### src/rtl/cc_arb.sv
// cc_arb: round-robin arbiter sharing one decoder among four requesters.
// A grant drives the winner's opcode to the decoder for HOLD cycles. The
// decoder result is then captured and acknowledged with a one-cycle pulse.
// Dropping the request mid-issue aborts the transaction. The pointer always
// moves past the last winner, so a requester that keeps its request high
// yields to any other requester that is waiting.
module cc_arb #(
   parameter int NREQ = 4,
   parameter int OPW  = 4,
   parameter int HOLD = 2
) (
   input  logic                clk,
   input  logic                rst_n,
   input  logic [NREQ-1:0]     req,
   input  logic [NREQ*OPW-1:0] op,
   input  logic [19:0]         dec_res,
   output logic                dec_en,
   output logic [OPW-1:0]      dec_op,
   output logic [NREQ-1:0]     gnt,
   output logic [NREQ-1:0]     ack,
   output logic [19:0]         res,
   output logic                abrt,
   output logic                busy
);

   typedef enum logic [1:0] {
      IDLE  = 2'd0,
      ISSUE = 2'd1,
      ACK   = 2'd2
   } state_t;

   state_t     state;
   logic [1:0] ptr;       // first requester searched in IDLE
   logic [1:0] win;       // requester owning the current transaction
   logic [3:0] cnt;       // remaining issue cycles after the current one
   logic [1:0] pick;
   logic       pick_vld;
   logic [1:0] idx;

   // Round-robin search: lowest offset from ptr with a pending request wins.
   // The loop runs from the largest offset down, so the nearest hit is written last.
   always_comb begin
      pick     = ptr;
      pick_vld = 1'b0;
      idx      = ptr;
      for (int i = NREQ - 1; i >= 0; i--) begin
         idx = ptr + 2'(i);
         if (req[idx]) begin
            pick     = idx;
            pick_vld = 1'b1;
         end
      end
   end

   // Transaction FSM. Every output is a register updated here.
   always_ff @(posedge clk or negedge rst_n) begin
      if (!rst_n) begin
         state  <= IDLE;
         ptr    <= '0;
         win    <= '0;
         cnt    <= '0;
         gnt    <= '0;
         ack    <= '0;
         dec_en <= 1'b0;
         dec_op <= '0;
         res    <= '0;
         abrt   <= 1'b0;
         busy   <= 1'b0;
      end else begin
         // ack and abrt are single-cycle pulses unless re-asserted below
         ack  <= '0;
         abrt <= 1'b0;
         case (state)
            IDLE: begin
               if (pick_vld) begin
                  win    <= pick;
                  gnt    <= NREQ'(1) << pick;
                  dec_op <= op[pick*OPW +: OPW];
                  dec_en <= 1'b1;
                  cnt    <= 4'(HOLD - 1);
                  busy   <= 1'b1;
                  state  <= ISSUE;
               end
            end
            ISSUE: begin
               if (!req[win]) begin
                  // requester withdrew: drop everything, keep res, skip past it
                  dec_en <= 1'b0;
                  gnt    <= '0;
                  abrt   <= 1'b1;
                  ptr    <= win + 2'd1;
                  busy   <= 1'b0;
                  state  <= IDLE;
               end else if (cnt != 4'd0) begin
                  cnt <= cnt - 4'd1;
               end else begin
                  res      <= dec_res;
                  dec_en   <= 1'b0;
                  ack[win] <= 1'b1;
                  state    <= ACK;
               end
            end
            ACK: begin
               gnt   <= '0;
               ptr   <= win + 2'd1;
               busy  <= 1'b0;
               state <= IDLE;
            end
            default: begin
               gnt    <= '0;
               dec_en <= 1'b0;
               busy   <= 1'b0;
               state  <= IDLE;
            end
         endcase
      end
   end

endmodule
### config.mk
export PLATFORM = sky130hd
export DESIGN_NAME = cc_arb
export DESIGN_NICKNAME = d
export VERILOG_FILES = /design/src/rtl/cc_arb.sv
export SDC_FILE = /design/constraint.sdc
export NUM_CORES = 1
export LEC_CHECK = 0
export CORE_ASPECT_RATIO = 1.1
export CORE_UTILIZATION = 48
export CTS_BUF_LIST = sky130_fd_sc_hd__clkbuf_16
export CTS_CLUSTER_DIAMETER = 150
export CTS_CLUSTER_SIZE = 28
export DETAILED_ROUTE_END_ITERATION = 6
export PLACE_DENSITY = 0.87
export SLEW_MARGIN = 20
export SYNTH_ARGS = -nofsm -noshare
export SYNTH_HDL_FRONTEND = slang
export SYNTH_SLANG_ARGS = --single-unit
### constraint.sdc
create_clock -name clk -period 5.5 [get_ports clk]
set_input_delay 0.825 -clock clk [delete_from_list [all_inputs] [get_ports clk]]
set_output_delay 0.825 -clock clk [all_outputs]
set_load 0.1 [all_outputs]
==> metrics.md <==
| Metric | Value |
|---|---|
| Final Max Tran Viols | 0 |
| Synth cell count leaders | nand2_1, dfrtp_1, nor2_1 |
| CP top delay family | buffers and inverters |
| Main combinational cell family by area after synthesis | simple AND/OR/NAND/NOR gates |
| Crit path top cell by count | nand2_1 |
| Max-cap check violation count | 0 |
| Peak Freq | approximately 320 MHz |
| CORE AREA | 0.00432 mm2 |
| Post-synthesis sequential area ratio | 0.523 |
| Hold path cells | 2 |
| Fillers | between 300 and 400 |
| Final Hold Viols | 0 |
| Largest net degree at the start of global routing | 46 |
| Critical R2R Launch | win[0]$_DFFE_PN0P_ |
| Hold Path Class | flop to flop |
| Setup repair bufs after CTS | 0 |
| Top Ports | 77 |
| Die area | 0.00476 mm2 |
| Post-synth ARST share | 1.00 |
| Via-to-Cell Ratio | 5.16 |
| Global route total overflow | 0 |
| Register cell area after layout | around 0.0011 mm2 |
| Antenna Nets Post-Route | 0 |
| Number of global-route vias before repair | roughly 1700 |
| Crit. Startpoint | req[3] |
| Crit. End Element | flop |
| Fraction of layout cells with a size suffix above 1 | 0.0719 |
| Post-Synth XOR/XNOR Area | 0.00407 |
| TritonCTS clock tree | done |
| Half-perimeter wire length after placement | around 3400 um |
| Top cell type's share of synthesized area | 0.523 |
| GPL Wtd Cong | 0.791 |
| Critical path required time | approximately 5.7 ns |
| Count leader, synth | nand2_1 |
| CTS root buf | clkbuf_16 |
| Worst Reg-to-Reg Cells | 5 |
| Synth area leader | dfrtp_1 |
| Total GRT Usage | 0.217 |
| Die H | around 72 um |
| First-pass GRT wire length | slightly below 8000 um |
| Syn. warnings | 0 |
| Number of diodes | 0 |
| Skew-Pair Late Insertion Delay | 0.28 ns |
| Worst Path Arrival | about 3.4 ns |
| P&R area growth vs syn | 42.4% |
| Worst slew margin | 0.334 |
| Clock sinks | 45 |
| Clock Skews | 0.00543 ns |
| Syn_nets | about 260 |
| CP max stage cell | clkdlybuf4s50_1 |
| Ys flop type | dfrtp_1 |
| Synth unique cells | 44 |
| Setup CP Type | primary input to flop |
| Worst hold start | res[9]$_DFFE_PN0P_ |
| Total wire length | between 4000 and 5000 um |
| # hold bufs at CTS | 0 |
| RSZ-0062 raised after global routing | false |
| Critical path cell sequence | clkdlybuf4s50_1 -> mux4_2 -> nand4_1 -> inv_2 -> nand2_1 -> nand2_1 |
| Final setup fails | 0 |
| First drt pass iteration count | 4 |
| Compound-Gate Fraction of Synth Area | 0.113 |
| Routed via count | ~1800 |
| Seq cells post-synth | 45 |
| Top cells by area, synth | dfrtp_1, nand2_1, ha_1, mux2i_1, o21ai_0 |
| Clock-pin slew on the worst setup and hold paths | about 0.060 ns |
| Max Fanout on Critical Path | 25 |
| Period minus WS final | roughly 3.2 ns |
| CTS Buf Count | 5 |
| CP Depth | 6 |
| EDFF count, synth | 0 |
| Clock tree buffer depth | 2 |
| Hold worst-path end | res[9]$_DFFE_PN0P_ |
| WL/cell | 13.7 um |
| CP Buf/Inv Count | 2 |
| Actual slew at the worst max-slew pin | around 1 ns |
| Synthesized instance count | 216 |
| RR Endpoint | res[4]$_DFFE_PN0P_ |
| DRT iter0 DRCs | 119 |
| Syn_area_per_cell | 9.97 um2 |
| Post-synthesis mux area share | 0.0494 |
| Period utilization | 0.575 |
| Register-to-register setup slack | just over 3 ns |
| Setup_tns | 0 ns |
| Initial antenna violation count | 0 |
| Post-Synth Simple-Gate Area | 0.242 |
| Post-CTS sizing | 0 |
| Synth Area in Adders | 0.0349 |
| Critical path launch point type | primary input |
| Number of buffers added on ports | 76 |
| CP peak stage delay | around 0.7 ns |
| Status | completed |
| Floorplan row count | 25 |
| Final nets | ~340 |
| Multi-input gate area | ~950 um2 |
| Effective utilization at floorplan | 0.499 |
| Mapped Area | around 0.0022 mm2 |
| CTS H-tree depth | 2 |
| DRC viols | 0 |
| Chip Width | ~66 um |
## layout make-up
| class | instances | share of cell area |
|---|---|---|
| Inverter | 5 | 0.00612 |
| Clock inverter | 3 | 0.00571 |
| Multi-Input combinational cell | 158 | 0.311 |
| Sequential cell | 45 | 0.367 |
| Timing Repair Buffer | 76 | 0.247 |
| Clock buffer | 5 | 0.0408 |
| Tap cell | 54 | 0.0220 |
## metal layers
metal | track usage | part of all wire
met1 | 0.252 | 0.42
met3 | 0.0613 | 0.083
met4 | 0.0725 | 0.013
met5 | 0 | 0
met2 | 0.382 | 0.49
## per-stage QoR
| stage | setup WS [ns] | utilization | std cells | hold WS, ns | instance area (um2) |
|---|---|---|---|---|---|
| floorplan | 3.28 | - | 216 | 0.480 | 2150 |
| global placement | 2.06 | 0.677 | 338 | 0.457 | 2920 |
| detailed placement | 2.03 | 0.677 | 338 | 0.462 | 2920 |
| global route | 2.16 | 0.710 | 346 | 0.489 | 3070 |
| finish | 2.34 | 0.710 | 346 | 0.474 | 3070 |
| CTS | 2.32 | 0.710 | 346 | 0.478 | 3060 |
## logic make-up after synthesis
kind of cell    Yosys count
buf+inv                  13
mux                       8
compound gates           30
xor+xnor                  1
flops                    45
simple gates            113
fa+ha+maj                 6
## worst max-delay path by stage
stage	to	slack, ns
6_report	res[4]$_DFFE_PN0P_	2.34
5_1_grt	res[4]$_DFFE_PN0P_	2.16
4_1_cts	res[4]$_DFFE_PN0P_	2.32
3_5_place_dp	ack[0]$_DFF_PN0_	2.03
3_3_place_gp	ack[3]$_DFF_PN0_	2.06
2_1_floorplan	ptr[1]$_DFFE_PN0P_	3.28
## cell usage in the layout, fill, tap and decap left out, drive strengths merged, types with 2 or more instances in the layout
master          n
clkdlybuf4s50  75
nand2          74
dfrtp          45
nor2           12
o21ai          10
nand3           6
ha              6
mux2i           6
clkbuf          5
inv             5
nor2b           5
o211ai          5
and2            4
a211o           3
clkinv          3
nor4            2
or3             2
a22o            2
a21oi           2
nand2b          2
nor3            2
a2111oi         2
## worst reg2reg max path: stages (launching register included)
cell     delay, ns
dfrtp_1       0.45
mux4_2        0.42
nand4_1       0.66
inv_2         0.61
nand2_1       0.13
nand2_1       0.08
## flip-flops by register name, summed over array words and instances, names as in the netlist
| signal | count |
|---|---|
| res | 20 |
| ack | 4 |
| cnt | 4 |
| dec_op | 4 |
| gnt | 4 |
| ptr | 2 |
| state | 2 |
| win | 2 |
| abrt | 1 |
| busy | 1 |
| dec_en | 1 |
Power is left out: the tool's default activity adds up to more than one toggle a clock period on the data nets, which glitch-free logic cannot reach.
